[src/rtl/spi_pkg.sv]
// Shared SPI definitions: master FSM states, bus mode constants and
// a counter-width helper used by the master and its clock generator.
package spi_pkg;

    typedef enum logic [1:0] {
        IDLE,
        LEAD,
        XFER,
        TRAIL
    } spi_state_e;

    localparam logic SPI_CPOL = 1'b0;
    localparam logic SPI_CPHA = 1'b0;

    // Width of a counter holding 0..n-1, never narrower than one bit
    function automatic int unsigned cnt_width(input int unsigned n);
        return (n > 1) ? $clog2(n) : 1;
    endfunction

endpackage

[src/rtl/spi_sclk_gen.sv]
// SCLK divider: while run is high, emits one-cycle rise_en/fall_en
// enables alternately, one every CLK_DIV clk cycles, starting with a rise.
module spi_sclk_gen
    import spi_pkg::*;
#(
    parameter int CLK_DIV = 2
) (
    input  logic clk,
    input  logic rst,
    input  logic run,
    output logic rise_en,
    output logic fall_en
);

    localparam int CW = cnt_width(CLK_DIV);
    localparam logic [CW-1:0] LAST = CW'(CLK_DIV - 1);

    logic [CW-1:0] div_cnt;
    logic          phase;
    logic          tick;

    assign tick    = run && (div_cnt == LAST);
    assign rise_en = tick && !phase;
    assign fall_en = tick && phase;

    // Counter and phase restart whenever the FSM leaves the bus idle
    always_ff @(posedge clk) begin
        if (rst || !run) begin
            div_cnt <= '0;
            phase   <= 1'b0;
        end else if (tick) begin
            div_cnt <= '0;
            phase   <= ~phase;
        end else begin
            div_cnt <= div_cnt + 1'b1;
        end
    end

endmodule

[src/rtl/spi_master.sv]
// SPI mode 0 master: one DATA_WIDTH word per start pulse, MSB first,
// registered sclk/mosi/cs_n and a one-cycle done strobe with rx_data.
module spi_master
    import spi_pkg::*;
#(
    parameter int DATA_WIDTH = 8,
    parameter int CLK_DIV    = 2
) (
    input  logic                  clk,
    input  logic                  rst,
    input  logic                  start,
    input  logic [DATA_WIDTH-1:0] tx_data,
    output logic                  busy,
    output logic                  done,
    output logic [DATA_WIDTH-1:0] rx_data,
    output logic                  sclk,
    output logic                  mosi,
    input  logic                  miso,
    output logic                  cs_n
);

    localparam int BW = $clog2(DATA_WIDTH) + 1;
    localparam logic [BW-1:0] LAST_BIT = BW'(DATA_WIDTH - 1);

    spi_state_e            state;
    logic [DATA_WIDTH-2:0] tx_sr;
    logic [DATA_WIDTH-1:0] rx_sr;
    logic [BW-1:0]         bit_cnt;
    logic                  run;
    logic                  rise_en;
    logic                  fall_en;

    assign run = (state != IDLE);

    spi_sclk_gen #(
        .CLK_DIV(CLK_DIV)
    ) u_sclk_gen (
        .clk    (clk),
        .rst    (rst),
        .run    (run),
        .rise_en(rise_en),
        .fall_en(fall_en)
    );

    always_ff @(posedge clk) begin
        if (rst) begin
            state   <= IDLE;
            tx_sr   <= '0;
            rx_sr   <= '0;
            bit_cnt <= '0;
            busy    <= 1'b0;
            done    <= 1'b0;
            rx_data <= '0;
            sclk    <= SPI_CPOL;
            mosi    <= 1'b0;
            cs_n    <= 1'b1;
        end else begin
            done <= 1'b0;
            unique case (state)
                IDLE: begin
                    if (start) begin
                        tx_sr   <= tx_data[DATA_WIDTH-2:0];
                        mosi    <= tx_data[DATA_WIDTH-1];
                        cs_n    <= 1'b0;
                        busy    <= 1'b1;
                        bit_cnt <= '0;
                        state   <= LEAD;
                    end
                end
                // The first rise_en closes the setup period and is rise 0
                LEAD: begin
                    if (rise_en) begin
                        sclk  <= 1'b1;
                        rx_sr <= {rx_sr[DATA_WIDTH-2:0], miso};
                        state <= XFER;
                    end
                end
                XFER: begin
                    if (rise_en) begin
                        sclk  <= 1'b1;
                        rx_sr <= {rx_sr[DATA_WIDTH-2:0], miso};
                    end else if (fall_en) begin
                        sclk <= 1'b0;
                        if (bit_cnt == LAST_BIT) begin
                            mosi  <= 1'b0;
                            state <= TRAIL;
                        end else begin
                            bit_cnt <= bit_cnt + 1'b1;
                            mosi    <= tx_sr[DATA_WIDTH-2];
                            tx_sr   <= tx_sr << 1;
                        end
                    end
                end
                // Next divider tick ends the cs_n hold time
                TRAIL: begin
                    if (rise_en) begin
                        cs_n    <= 1'b1;
                        busy    <= 1'b0;
                        done    <= 1'b1;
                        rx_data <= rx_sr;
                        state   <= IDLE;
                    end
                end
                default: state <= IDLE;
            endcase
        end
    end

endmodule

[config.mk]
export PLATFORM = sky130hd
export DESIGN_NAME = spi_master
export DESIGN_NICKNAME = d
export VERILOG_FILES = /design/src/rtl/spi_pkg.sv /design/src/rtl/spi_sclk_gen.sv /design/src/rtl/spi_master.sv
export SDC_FILE = /design/constraint.sdc
export NUM_CORES = 1
export LEC_CHECK = 0
export ABC_AREA = 1
export ABC_CLOCK_PERIOD_IN_PS = 4500
export CORE_MARGIN = 4
export CORE_UTILIZATION = 43
export CTS_CLUSTER_DIAMETER = 60
export CTS_CLUSTER_SIZE = 20
export DETAILED_ROUTE_END_ITERATION = 16
export PLACE_DENSITY = 0.76
export SLEW_MARGIN = 20
export SYNTH_ARGS = -nofsm -noshare
export SYNTH_HDL_FRONTEND = slang
export SYNTH_SLANG_ARGS = --single-unit
[constraint.sdc]
create_clock -name clk -period 4.5 [get_ports clk]
set_input_delay 0.45 -clock clk [delete_from_list [all_inputs] [get_ports clk]]
set_output_delay 0.45 -clock clk [all_outputs]
set_load 0.01 [all_outputs]
[Word level (Yosys, flattened, before mapping)]
Index checks and enable logic that the tools add are counted.
Storage, ports and cells
  flip-flop bits (word level): 36
  input port bits: 12
  output and inout port bits: 13
  word-level logic and storage cells: 81
Operators by class
  add/subtract/negate cells: 2
  eq/ne operators: 12
  mux-type cells: 32
  bitwise operators: 2
  reduce and logical (&&, ||, !) cells: 21
Operators by type and width (number)
  $mux W7: 4
  $mux W4: 4
  $ne A2 B2 Y1 const B: 7
  $pmux W7 S2: 1
  $mux W2: 6
  $mux W1: 11
  $pmux W1 S2: 4
  $pmux W2 S4: 1
  $pmux W4 S2: 1
  $reduce_bool A2 Y1: 4
  $reduce_and A3 Y1: 2
  $reduce_and A6 Y1: 1
  $reduce_or A2 Y1: 3
  $reduce_and A5 Y1: 1
  $add A4 B1 Y4 const B: 1
  $eq A2 B2 Y1 const B: 2
  $eq A4 B3 Y1 const B: 1
  $reduce_and A2 Y1: 2
  $reduce_and A4 Y1: 1
  $logic_and A1 B1 Y1: 3
  $ne A3 B3 Y1 const B: 1
  $eq A2 B1 Y1 const B: 1
  $logic_not A1 Y1: 2
  $logic_not A2 Y1: 1
  other kinds (3): 4

[Logic depth before layout (Yosys ltp)]
  depth in word-level cells: 6
  gate-level depth with buffers: 10
  mapped depth without buffers: 10

[Modules after synthesis]
From an unflattened synthesis, not the netlist that was laid out.
Unflattened totals
  cell total of the unflattened synthesis: 242
  area, all modules: 1710.4 um^2
Modules (own cells, without submodules)
  spi_master: instances 1, cells an instance 229, area an instance 1620.3 um^2, sequential area each 680.7 um^2
  spi_sclk_gen: instances 1, cells an instance 13, area an instance 90.1 um^2, sequential area each 40.0 um^2

[Worst setup path after synthesis]
No wires, ideal clock.
  path kind: register to register
  from: register state[0]
  to: register bit_cnt[3]
  library setup time: 0.113 ns
  arrival time: 1.356 ns
  slack: 3.031 ns
  stages on the path, launching flop included: 10
  path buffers: 1
  cell sequence: dfxtp_1 -> inv_1 -> ha_1 -> inv_2 -> nor2_4 -> nor2_2 -> nand3_4 -> buf_6 -> nor2_1 -> nor2_1
On the way
  word-level cells in the longest chain between the ends: 5
RTL lines
  start: declaration: line spi_master.sv:25  | spi_state_e state;
  start signal: assignment: line spi_master.sv:47  | state <= IDLE;
  start signal: assignment: line spi_master.sv:67  | state <= LEAD;
  start signal: assignment: line spi_master.sv:75  | state <= XFER;
  $reduce_bool A2 Y1: line spi_master.sv:33  | assign run = (state != IDLE);
  $logic_and A1 B1 Y1: line spi_sclk_gen.sv:22  | assign tick = run && (div_cnt == LAST);
  $logic_and A1 B1 Y1 (on tied branches): line spi_sclk_gen.sv:24, spi_sclk_gen.sv:23
  $ne A2 B2 Y1 (no line)
  $reduce_and A5 Y1 (no line)
  end signal: assignment: line spi_master.sv:88  | bit_cnt <= bit_cnt + 1'b1;
  end: declaration: line spi_master.sv:28  | logic [BW-1:0] bit_cnt;
Parallel ways exist; a longest one is shown, timed or not.
A chain may end at the register's enable or synchronous reset.

[Final worst setup path]
  from: register state[0]
  to: register bit_cnt[0]
The elaborated chain is that of the path after synthesis.

==> results.toml <==
[clock_tree]
cts_hold_repair.buffers = 0
cts_tree = "done"
post_cts_resize_count = 0
numCtsBuffers = 5
cts_max_level = 2
post_cts_buffers = 0
clock_sinks = 36
cts_buffer_depth = 2
clock_latency_ns = 0.29
cts-root-buf = "clkbuf_8"
path_clk_slew_ns = 0.07

[route]
drt-met1-wl_mm = 1.51
wl_met3_um = 173
routed_wl_mm = 3.09
wire_per_inst_um = 10.9
first_pass_iters = 4
vias = 1378
drt_iter0_markers = 69
wl_met2_mm = 1.36
drc_errors = 0
viasPerCell = 4.87
top_layer = "met4"
ant_nets = 0

[logic_synthesis]
synth.top_cell.area_share_pct = 45.3
synth_area_leader_cell = "dfxtp_1"
async_flop_share_pct = 0
synth_area_leaders = "dfxtp_1, nor2_1, o21ai_0"
ys_ff_latch = 36
synth.most_common_cell = "nor2_1"
synthSimpleGateAreaFrac_pct = 26.7
yosys_warnings = 0
synth_flop_cell = "dfxtp_1"
avgSynthCellArea_sq_um = 7.51
synth-compound-area-share_pct = 16.7
synth_area_sq_mm = 0.00159
synth_fa_ha_area_share_pct = 3.93
synthMuxAreaShare_pct = 0
synth_top_family_by_area = "simple AND/OR/NAND/NOR gates"
seq_area_frac_synth_pct = 45.3
syn_inst = 212
synth_commonest_cells = "nor2_1, dfxtp_1, o21ai_0"
synth_cell_type_count = 23
synth_xor_area_share_pct = 0
synth_edf_count = 0
syn_nets = 229

[floorplanning]
initial_utilization_pct = 46.2
core_sq_mm = 0.00344
die-area_sq_mm = 0.00474
fp.dieW_um = 68.8
dieHeight_um = 68.8
rows = 21
pin_count = 25

[timing]
min_period_ns = 1.71
worstMarginPinSlew_ns = 0.700
skew_ns = 0.00841
relSlewSlack_pct = 53.3
fmax_mhz = 584
final-max-slew-violation-count = 0
finalSetupViolCount = 0
hold_viol = 0
rsz0062_at_grt = "false"
fin_crit_sh_pct = 38.0
fin_setup_tns_ns = 0

[run]
drv_cap = 0

[global_route]
grt_pass1_vias = 1295
grt_antenna_before_repair = 0
grt-ovfl-total = 0
gr-usage-all-layers_pct = 15.2
grt_start_max_net_pins = 30
grt_first_pass_wirelength_mm = 5.45

[layout]
diodes = 0
drive_above_1_share_pct = 8.86
nets = 254
area_growth_syn_to_layout_pct = 21.3
postLayoutCoreUtil_pct = 56.1

[critical_path]
start_kind = "register"
cp_cell_sequence = "inv_1 -> ha_1 -> inv_2 -> nor2_4 -> nor2_2 -> nand3_4 -> inv_1 -> nand2_1 -> a21oi_1"
required_ns = 4.72
crit_path_end_kind = "register"
critPathSlowestCell = "dfxtp_1"
timing.rr.end = "bit_cnt[0]"
endpoint = "bit_cnt[0]"
r2r_start = "state[0]"
crit_path_max_fanout = 18
startpoint = "state[0]"
cpMostUsedCell = "inv_1"
r2r_cells = 9
rrSetupSlack_ns = 2.79
slowest_delay_ns = 0.38
worstSetupPathType = "reg2reg"
crit_arrival_ns = 1.93

[pwr]
ir_drop_v = 0.000188
pwr_density_cell_mw_per_mm2 = 513
leakage_nw = 0.849

[status]
status = "finished clean"

[hold_path]
hp-class = "reg2reg"

[placed_design]
place_congestion = 0.801
dpl.hpwl_mm = 2.16
numPortBuffers = 24
## placed cells by master (no fill, tap or decap)
| cell | instances |
|---|---|
| o21ai_1 | 1 |
| nand3_1 | 7 |
| a21oi_1 | 18 |
| nor2_1 | 47 |
| o21bai_1 | 1 |
| o31ai_1 | 1 |
| clkbuf_8 | 5 |
| inv_2 | 3 |
| nand3_2 | 1 |
| ha_1 | 5 |
| dfxtp_1 | 36 |
| nand2_1 | 24 |
| nand4_1 | 1 |
| clkbuf_1 | 1 |
| inv_1 | 19 |
| clkdlybuf4s50_1 | 24 |
| nor2_2 | 2 |
| nor2_4 | 3 |
| clkinv_2 | 1 |
| o21ai_0 | 31 |
| nand3_4 | 2 |
| nand2_2 | 4 |
## power breakdown
| part | internal [mW] | switching, mW |
|---|---|---|
| clock network | 0.105 | 0.110 |
| logic | 0.131 | 0.224 |
| registers | 0.381 | 0.0377 |
## state kept, by name, summed over array words and instances, names as in the netlist, 2 cells and up
name / cells
tx_sr: 7
bit_cnt: 4
state: 2
rx_data: 8
rx_sr: 8
## critical path: cells and delay by family (launching register included)
family / cells / cell delay, ns
buffers and inverters: 3 / 0.41
adders and majority gates: 1 / 0.25
AOI/OAI and AO/OA: 1 / 0.11
DFF: 1 / 0.38
and+or+nand+nor: 4 / 0.48
## worst min-delay path by stage
stage	startpoint	endpoint	slack [ns]	cells after the start
2_1_floorplan	tx_sr[0]	tx_sr[0]	0.42	2
3_3_place_gp	tx_sr[3]	tx_sr[3]	0.43	2
3_5_place_dp	tx_sr[4]	tx_sr[4]	0.44	2
4_1_cts	tx_sr[4]	tx_sr[4]	0.45	2
5_1_grt	tx_sr[4]	tx_sr[4]	0.47	2
6_report	tx_sr[4]	tx_sr[4]	0.45	2
## final cells by class
cell class	count	area, sq um
Inverter	22	82.6
Tap cell	46	57.6
Multi-Input combinational cell	148	752
Clock inverter	1	5.00
Clock buffer	6	72.6
Timing Repair Buffer	24	240
Fill cell	334	1510
Sequential cell	36	721
## through the flow
| stage | hold WS [ns] | cell area (sq um) | total power, mW | setup slack, ns | instances |
|---|---|---|---|---|---|
| floorplan | 0.424 | 1590 | 0.704 | 3.03 | 212 |
| global placement | 0.435 | 1850 | 0.775 | 2.57 | 276 |
| detailed placement | 0.441 | 1850 | 0.781 | 2.51 | 276 |
| CTS | 0.449 | 1930 | 1.00 | 2.79 | 283 |
| global route | 0.470 | 1930 | 1.07 | 2.60 | 283 |
| finish | 0.447 | 1930 | 0.990 | 2.79 | 283 |
## cell families after synthesis
logic type,count (synthesis)
adders and majority gates,5
AOI/OAI and AO/OA,52
and+or+nand+nor,91
DFF,36
buffers and inverters,28
## layer usage
layer,GRT usage [%],vias to the layer above
li1,-,731
met1,19.3,613
met2,23.6,26
met3,5.51,8
met4,5.84,0
met5,0,-
(Power assumes the default switching activity.)
